[src/rtl/ysyx_22050243_mul_pkg.sv]
// Shared definitions for the multiply sequencer: op codes, FSM states,
// decoded-op bundle and a small sign-extension helper.
package ysyx_22050243_mul_pkg;

    // RV64M multiply op codes as presented by the EXU issue stage
    localparam logic [2:0] MUL_OP_MUL    = 3'd0;
    localparam logic [2:0] MUL_OP_MULH   = 3'd1;
    localparam logic [2:0] MUL_OP_MULHSU = 3'd2;
    localparam logic [2:0] MUL_OP_MULHU  = 3'd3;
    localparam logic [2:0] MUL_OP_MULW   = 3'd4;

    // Sequencer states
    typedef enum logic [2:0] {
        MULC_IDLE  = 3'd0,
        MULC_START = 3'd1,
        MULC_WAIT  = 3'd2,
        MULC_RESP  = 3'd3,
        MULC_DRAIN = 3'd4
    } mulc_state_t;

    // Handshake-to-out_valid latency of a request that runs the multiplier
    localparam int MUL_LAT = 36;

    // What an op code means to the multiplier and to the result mux
    typedef struct packed {
        logic xs;        // multiplicand signed
        logic ys;        // multiplier signed
        logic sel_high;  // return product[127:64]
        logic sext32;    // word op: sext operands and result from bit 31
        logic illegal;   // unknown op: answer 0, never start the multiplier
    } mul_dec_t;

    function automatic logic [63:0] sext_w(input logic [31:0] v);
        return {{32{v[31]}}, v};
    endfunction

endpackage

[src/rtl/ysyx_22050243_mul_ctrl_if.sv]
// Request/response channel between the EXU issue stage and the multiply
// sequencer. The issue side is the master, the sequencer the slave.
interface ysyx_22050243_mul_ctrl_if #(
    parameter int ID_W = 4
);
    logic            in_valid;
    logic            in_ready;
    logic [2:0]      in_op;
    logic [63:0]     in_src1;
    logic [63:0]     in_src2;
    logic [ID_W-1:0] in_id;
    logic            flush;
    logic            out_valid;
    logic            out_ready;
    logic [63:0]     out_result;
    logic [ID_W-1:0] out_id;

    modport master (
        output in_valid, in_op, in_src1, in_src2, in_id, flush, out_ready,
        input  in_ready, out_valid, out_result, out_id
    );

    modport slave (
        input  in_valid, in_op, in_src1, in_src2, in_id, flush, out_ready,
        output in_ready, out_valid, out_result, out_id
    );
endinterface

[src/rtl/ysyx_22050243_mul_opdec.sv]
// Combinational op decoder: turns a 3-bit multiply op into operand sign
// controls and result-selection flags.
module ysyx_22050243_mul_opdec
    import ysyx_22050243_mul_pkg::*;
(
    input  logic [2:0] op,
    output mul_dec_t   dec
);

    // MUL shares the signed/signed setting of MULH so a MULH+MUL pair on the
    // same operands hits the product cache.
    always_comb begin
        dec = '{xs: 1'b1, ys: 1'b1, sel_high: 1'b0, sext32: 1'b0, illegal: 1'b0};
        case (op)
            MUL_OP_MUL:    ;
            MUL_OP_MULH:   dec.sel_high = 1'b1;
            MUL_OP_MULHSU: begin
                dec.ys       = 1'b0;
                dec.sel_high = 1'b1;
            end
            MUL_OP_MULHU:  begin
                dec.xs       = 1'b0;
                dec.ys       = 1'b0;
                dec.sel_high = 1'b1;
            end
            MUL_OP_MULW:   dec.sext32 = 1'b1;
            default:       dec = '{xs: 1'b0, ys: 1'b0, sel_high: 1'b0, sext32: 1'b0, illegal: 1'b1};
        endcase
    end

endmodule

[src/rtl/ysyx_22050243_mul_ctrl.sv]
// Sequencer between the EXU issue stage and the iterative Booth multiplier.
// Accepts one request at a time, starts the multiplier unless the last
// product can be reused, and returns the selected result over valid/ready.
module ysyx_22050243_mul_ctrl
    import ysyx_22050243_mul_pkg::*;
#(
    parameter int ID_W     = 4,
    parameter bit CACHE_EN = 1'b1
) (
    input  logic                    clk,
    input  logic                    rst,
    ysyx_22050243_mul_ctrl_if.slave io,
    output logic                    busy,
    output logic [63:0]             mul_x,
    output logic [63:0]             mul_y,
    output logic                    mul_xs,
    output logic                    mul_ys,
    output logic                    mul_type,
    output logic                    mul_stuck,
    input  logic [63:0]             mul_high,
    input  logic [63:0]             mul_low,
    input  logic                    mul_ready
);

    mulc_state_t     state_reg;
    mul_dec_t        dec_now;
    mul_dec_t        dec_reg;
    logic [63:0]     x_new;
    logic [63:0]     y_new;
    logic [63:0]     x_reg;
    logic [63:0]     y_reg;
    logic [ID_W-1:0] id_reg;
    logic [129:0]    key_new;
    logic [129:0]    cache_key_reg;
    logic            cache_vld_reg;
    logic            accept;
    logic            hit;
    logic [63:0]     result_mux;

    ysyx_22050243_mul_opdec u_opdec (
        .op  (io.in_op),
        .dec (dec_now)
    );

    // Word ops see operands sign-extended from bit 31; the low half passes through.
    genvar gi;
    generate
        for (gi = 0; gi < 64; gi++) begin : g_opnd
            if (gi < 32) begin : g_lo
                assign x_new[gi] = io.in_src1[gi];
                assign y_new[gi] = io.in_src2[gi];
            end else begin : g_hi
                assign x_new[gi] = dec_now.sext32 ? io.in_src1[31] : io.in_src1[gi];
                assign y_new[gi] = dec_now.sext32 ? io.in_src2[31] : io.in_src2[gi];
            end
        end
    endgenerate

    // The cache key is what the multiplier actually sees, so MULW and MUL on
    // equal extended operands share a product.
    assign key_new = {x_new, y_new, dec_now.xs, dec_now.ys};
    assign hit     = CACHE_EN && cache_vld_reg && (key_new == cache_key_reg);

    assign io.in_ready  = (state_reg == MULC_IDLE) && !io.flush;
    assign accept       = io.in_valid && io.in_ready;
    assign io.out_valid = (state_reg == MULC_RESP) && !io.flush;
    assign io.out_id    = id_reg;
    assign busy         = (state_reg != MULC_IDLE);
    assign mul_x        = x_reg;
    assign mul_y        = y_reg;
    assign mul_xs       = dec_reg.xs;
    assign mul_ys       = dec_reg.ys;
    assign mul_type     = (state_reg == MULC_START);
    assign mul_stuck    = (state_reg == MULC_RESP);

    // Result selection from the product the multiplier holds while stuck
    always_comb begin
        result_mux = mul_low;
        if (dec_reg.illegal) begin
            result_mux = '0;
        end else if (dec_reg.sel_high) begin
            result_mux = mul_high;
        end else if (dec_reg.sext32) begin
            result_mux = sext_w(mul_low[31:0]);
        end
    end
    assign io.out_result = result_mux;

    // Request sequencing, operand/tag capture and product-cache bookkeeping
    always_ff @(posedge clk) begin
        if (rst) begin
            state_reg     <= MULC_IDLE;
            cache_vld_reg <= 1'b0;
            cache_key_reg <= '0;
            dec_reg       <= '0;
            id_reg        <= '0;
            x_reg         <= '0;
            y_reg         <= '0;
        end else begin
            case (state_reg)
                MULC_IDLE: begin
                    if (accept) begin
                        dec_reg <= dec_now;
                        id_reg  <= io.in_id;
                        x_reg   <= x_new;
                        y_reg   <= y_new;
                        if (dec_now.illegal || hit) begin
                            state_reg <= MULC_RESP;
                        end else begin
                            state_reg <= MULC_START;
                        end
                    end
                end
                MULC_START: begin
                    // The product being overwritten is no longer reusable
                    cache_vld_reg <= 1'b0;
                    cache_key_reg <= {x_reg, y_reg, dec_reg.xs, dec_reg.ys};
                    state_reg     <= io.flush ? MULC_DRAIN : MULC_WAIT;
                end
                MULC_WAIT: begin
                    if (io.flush) begin
                        state_reg <= MULC_DRAIN;
                    end else if (mul_ready) begin
                        cache_vld_reg <= 1'b1;
                        state_reg     <= MULC_RESP;
                    end
                end
                MULC_RESP: begin
                    if (io.flush || io.out_ready) begin
                        state_reg <= MULC_IDLE;
                    end
                end
                MULC_DRAIN: begin
                    // The multiplier cannot abort; let it finish, keep the product
                    if (mul_ready) begin
                        cache_vld_reg <= 1'b1;
                        state_reg     <= MULC_IDLE;
                    end
                end
                default: state_reg <= MULC_IDLE;
            endcase
        end
    end

endmodule
[src/flat_wrapper.sv]
// flat-port wrapper written by rule: the top's interface ports become plain ports
module ysyx_22050243_mul_ctrl_flat import ysyx_22050243_mul_pkg::*;
#(
    parameter int ID_W     = 4,
    parameter bit CACHE_EN = 1'b1
)
  (clk, rst, busy, mul_x, mul_y, mul_xs, mul_ys, mul_type, mul_stuck, mul_high, mul_low, mul_ready, io_in_valid, io_in_op, io_in_src1, io_in_src2, io_in_id, io_flush, io_out_ready, io_in_ready, io_out_valid, io_out_result, io_out_id);
  ysyx_22050243_mul_ctrl_if #(.ID_W(ID_W)) io_i ();
  input  logic clk;
  input  logic rst;
  output logic busy;
  output logic [63:0] mul_x;
  output logic [63:0] mul_y;
  output logic mul_xs;
  output logic mul_ys;
  output logic mul_type;
  output logic mul_stuck;
  input  logic [63:0] mul_high;
  input  logic [63:0] mul_low;
  input  logic mul_ready;
  input wire logic [$bits(io_i.in_valid)-1:0] io_in_valid;
  input wire logic [$bits(io_i.in_op)-1:0] io_in_op;
  input wire logic [$bits(io_i.in_src1)-1:0] io_in_src1;
  input wire logic [$bits(io_i.in_src2)-1:0] io_in_src2;
  input wire logic [$bits(io_i.in_id)-1:0] io_in_id;
  input wire logic [$bits(io_i.flush)-1:0] io_flush;
  input wire logic [$bits(io_i.out_ready)-1:0] io_out_ready;
  output wire logic [$bits(io_i.in_ready)-1:0] io_in_ready;
  output wire logic [$bits(io_i.out_valid)-1:0] io_out_valid;
  output wire logic [$bits(io_i.out_result)-1:0] io_out_result;
  output wire logic [$bits(io_i.out_id)-1:0] io_out_id;
  assign io_i.in_valid = io_in_valid;
  assign io_i.in_op = io_in_op;
  assign io_i.in_src1 = io_in_src1;
  assign io_i.in_src2 = io_in_src2;
  assign io_i.in_id = io_in_id;
  assign io_i.flush = io_flush;
  assign io_i.out_ready = io_out_ready;
  assign io_in_ready = io_i.in_ready;
  assign io_out_valid = io_i.out_valid;
  assign io_out_result = io_i.out_result;
  assign io_out_id = io_i.out_id;
  ysyx_22050243_mul_ctrl #(.ID_W(ID_W), .CACHE_EN(CACHE_EN)) u_core (.clk(clk), .rst(rst), .io(io_i), .busy(busy), .mul_x(mul_x), .mul_y(mul_y), .mul_xs(mul_xs), .mul_ys(mul_ys), .mul_type(mul_type), .mul_stuck(mul_stuck), .mul_high(mul_high), .mul_low(mul_low), .mul_ready(mul_ready));
endmodule
[config.mk]
export PLATFORM = sky130hd
export DESIGN_NAME = ysyx_22050243_mul_ctrl_flat
export DESIGN_NICKNAME = d
export VERILOG_FILES = /design/src/rtl/ysyx_22050243_mul_pkg.sv /design/src/rtl/ysyx_22050243_mul_ctrl_if.sv /design/src/rtl/ysyx_22050243_mul_opdec.sv /design/src/rtl/ysyx_22050243_mul_ctrl.sv /design/src/flat_wrapper.sv
export SDC_FILE = /design/constraint.sdc
export NUM_CORES = 1
export LEC_CHECK = 0
export ABC_AREA = 1
export CAP_MARGIN = 15
export CORE_AREA = 2 2 182 184
export DETAILED_ROUTE_END_ITERATION = 10
export DIE_AREA = 0 0 184 186
export PLACE_DENSITY = 0.74
export SLEW_MARGIN = 0
export SYNTH_ARGS = -nofsm -noshare
export SYNTH_HDL_FRONTEND = slang
export SYNTH_HIERARCHICAL = 1
export SYNTH_SLANG_ARGS = --single-unit
[constraint.sdc]
create_clock -name clk -period 3.57 [get_ports clk]
set_clock_uncertainty 0.15 [all_clocks]
set_input_delay 0.357 -clock clk [delete_from_list [all_inputs] [get_ports clk]]
set_output_delay 0.357 -clock clk [all_outputs]
set_load 0.005 [all_outputs]
==> results_dict.tcl <==
set metrics [dict create \
    status "complete, no violations" \
    crit_buf_inv 3 \
    crit_fanout 45 \
    netlist_area_um2 13000 \
    fp.coreArea_um2 32200 \
    p_leak_nw 7.97 \
    crit_chain "inv_2 > buf_4 > o21ai_0 > a21oi_1 > clkdlybuf4s50_1" \
    crit_path_start_kind "flip-flop" \
    hold_viol_final 0 \
    ir_drop_v 0.000417 \
    syn-instance-count 1983 \
    synth_edf_count 0 \
    clock_latency_ps 550 \
    hold_buffers 0 \
    grt_pass1_vias 13630 \
    arrival_ps 2790 \
    critical-path-top-delay-family "buffers and inverters" \
    io_buffers 471 \
    fmax_mhz 303 \
    place_congestion 0.894 \
    rsz0062_at_grt "no" \
    clk_transition_reported_paths_ps 60 \
    seq_area_um2 5430 \
    route.antenna.remaining_nets 0 \
    wl_um 48500 \
    hold_path.class "in2reg" \
    avgSynthCellArea_um2 6.57 \
    track_usage 0.269 \
    yosysWarnings 6 \
    critPathCaptureType "output port" \
    die_y_um 186 \
    yosysUniqueCellTypes 26 \
    critPathRequiredTime_ps 3060 \
    slew_headroom 0.508 \
    ys.flop_type "dfxtp_1" \
    cts_sinks 271 \
    synthTopCellsByCount "nand2_1 (515), o21ai_0 (297), dfxtp_1 (271), a21oi_1 (237), inv_1 (177)" \
    critPathMaxStageDelay_ps 610 \
    grt_max_degree 112 \
    antenna_found_initial 9 \
    synth-seq-area-share 0.416 \
    rows 66 \
    start_util 0.405 \
    min_period_over_period 0.924 \
    drv_cap 0 \
    multiInputGateArea_um2 6300 \
    yosysTopAreaCellShare 0.416 \
    vias 14408 \
    viasPerCell 5.13 \
    drtIter0Drc 902 \
    htreeDepth 1 \
    synth-seq-cells 271 \
    fin_crit_ps 3300 \
    synth_top_area_cell "dfxtp_1" \
    cts_resized 0 \
    power_density_nw_per_um2 644 \
    area_growth_pct 45.2 \
    cts_root_buffer "clkbuf_16" \
    clock_path_buffers 3 \
    n_fill_cell 2966 \
    drtPass1Iterations 6 \
    tightest_slew_ps 738 \
    drive_gt1_frac 0.0392 \
    fin_tns_setup_ps 0 \
    async_flop_share 0 \
    syn_nets 2252 \
    yosys-top-cells-area "dfxtp_1 (42%), nand2_1 (15%), o21ai_0 (11%)" \
    finalSetupViolations 0 \
    critPathSlowestCell "dfxtp_1" \
    post-route-util 0.588 \
    slew_viol_final 0 \
    fin_nets 2642 \
    io_pins 472 \
    grt_first_pass_wirelength_um 72600 \
    wl_per_cell_um 17.3 \
    largest_reg_flops 130 \
    synth_most_common_cell "nand2_1" \
    numCtsBuffers 29 \
    remaining_drc_errors 0 \
    cts_setup_buffers 0 \
    dpl.hpwl_um 35200 \
    overflow 0 \
    dieArea_um2 34200 \
    die_w_um 184 \
    cts_tree "built" \
    path_class "reg2out" \
]
placed cells by master (no fill, tap or decap), types with 4 or more instances in the layout:
cell type / count
nor2_1: 162
clkbuf_1: 7
dfxtp_1: 271
clkinv_2: 6
o21ai_1: 13
nand2_2: 5
inv_2: 5
xor2_1: 7
nand4_1: 4
buf_4: 15
nand2_1: 514
a21oi_1: 236
clkbuf_8: 8
clkbuf_16: 29
diode_2: 5
or2_2: 6
nand3_1: 65
clkdlybuf4s50_1: 471
buf_12: 9
inv_1: 175
xnor2_1: 11
a31oi_1: 63
o21ai_0: 297
final cells by class:
type                            instances  share of cell area
Sequential cell                       271               0.287
Antenna cell                            5            0.000661
Clock inverter                          9             0.00516
Clock buffer                           44              0.0456
Inverter                              184              0.0374
Tap cell                              408              0.0270
Timing Repair Buffer                  495               0.265
Multi-Input combinational cell       1392               0.333
worst register-to-register path, stage by stage (launching register included):
cell	delay (ps)
dfxtp_1	340
nor2_1	150
nand2_1	200
nor2_1	210
nand2_2	120
inv_6	360
buf_4	440
o21ai_0	130
a31oi_1	210
report_power, final:
group	internal (mW)	total [mW]	switching, mW
Combinational	2.15	4.70	2.54
Sequential	3.94	4.46	0.519
Clock	1.80	3.02	1.23
per-stage QoR:
step	instance area, µm²	std cells	setup slack (ps)	total power, mW	hold slack (ps)
after floorplan	13000	1983	1500	6.96	292
after global placement	18000	2750	385	9.05	301
after detailed placement	18000	2750	350	9.18	307
after CTS	18900	2803	274	12.2	215
after global routing	18900	2807	30.1	13.0	257
final	18900	2808	271	12.2	237
per-layer routing:
metal | track usage | routed length [µm]
met3 | 0.0835 | 4450
met1 | 0.288 | 18200
met4 | 0.105 | 1770
met2 | 0.493 | 24100
met5 | 0 | 49
path summary, 6_finish.rpt:
kind / to / slack (ps) / cells after the start / start
worst max register to register: u_core/mul_x[39]$_SDFFE_PP0P_ / 1180 / 8 / u_core/state_reg[2]$_SDFFE_PP0P_
worst min-delay path: u_core/io.out_id[2]$_SDFFE_PP0P_ / 240 / 3 / io_in_id[2]
worst max-delay path: io_out_result[39] / 270 / 5 / u_core/dec_reg[2]$_SDFFE_PP0P_
worst min register to register: u_core/cache_key_reg[15]$_SDFFE_PP0P_ / 320 / 2 / u_core/cache_key_reg[15]$_SDFFE_PP0P_
kinds of logic (layout without fill, tap and decap cells):
logic type             Yosys count  in the layout  share of synthesized area
XOR/XNOR                        18             18                     0.0121
other                            0              5                          0
flip-flops                     271            271                      0.416
AND/OR/NAND/NOR                763            763                      0.230
AO/OA/AOI/OAI                  611            611                      0.241
buffers and inverters          320            732                      0.101
No activity file was read; power rests on OpenSTA's default activity.
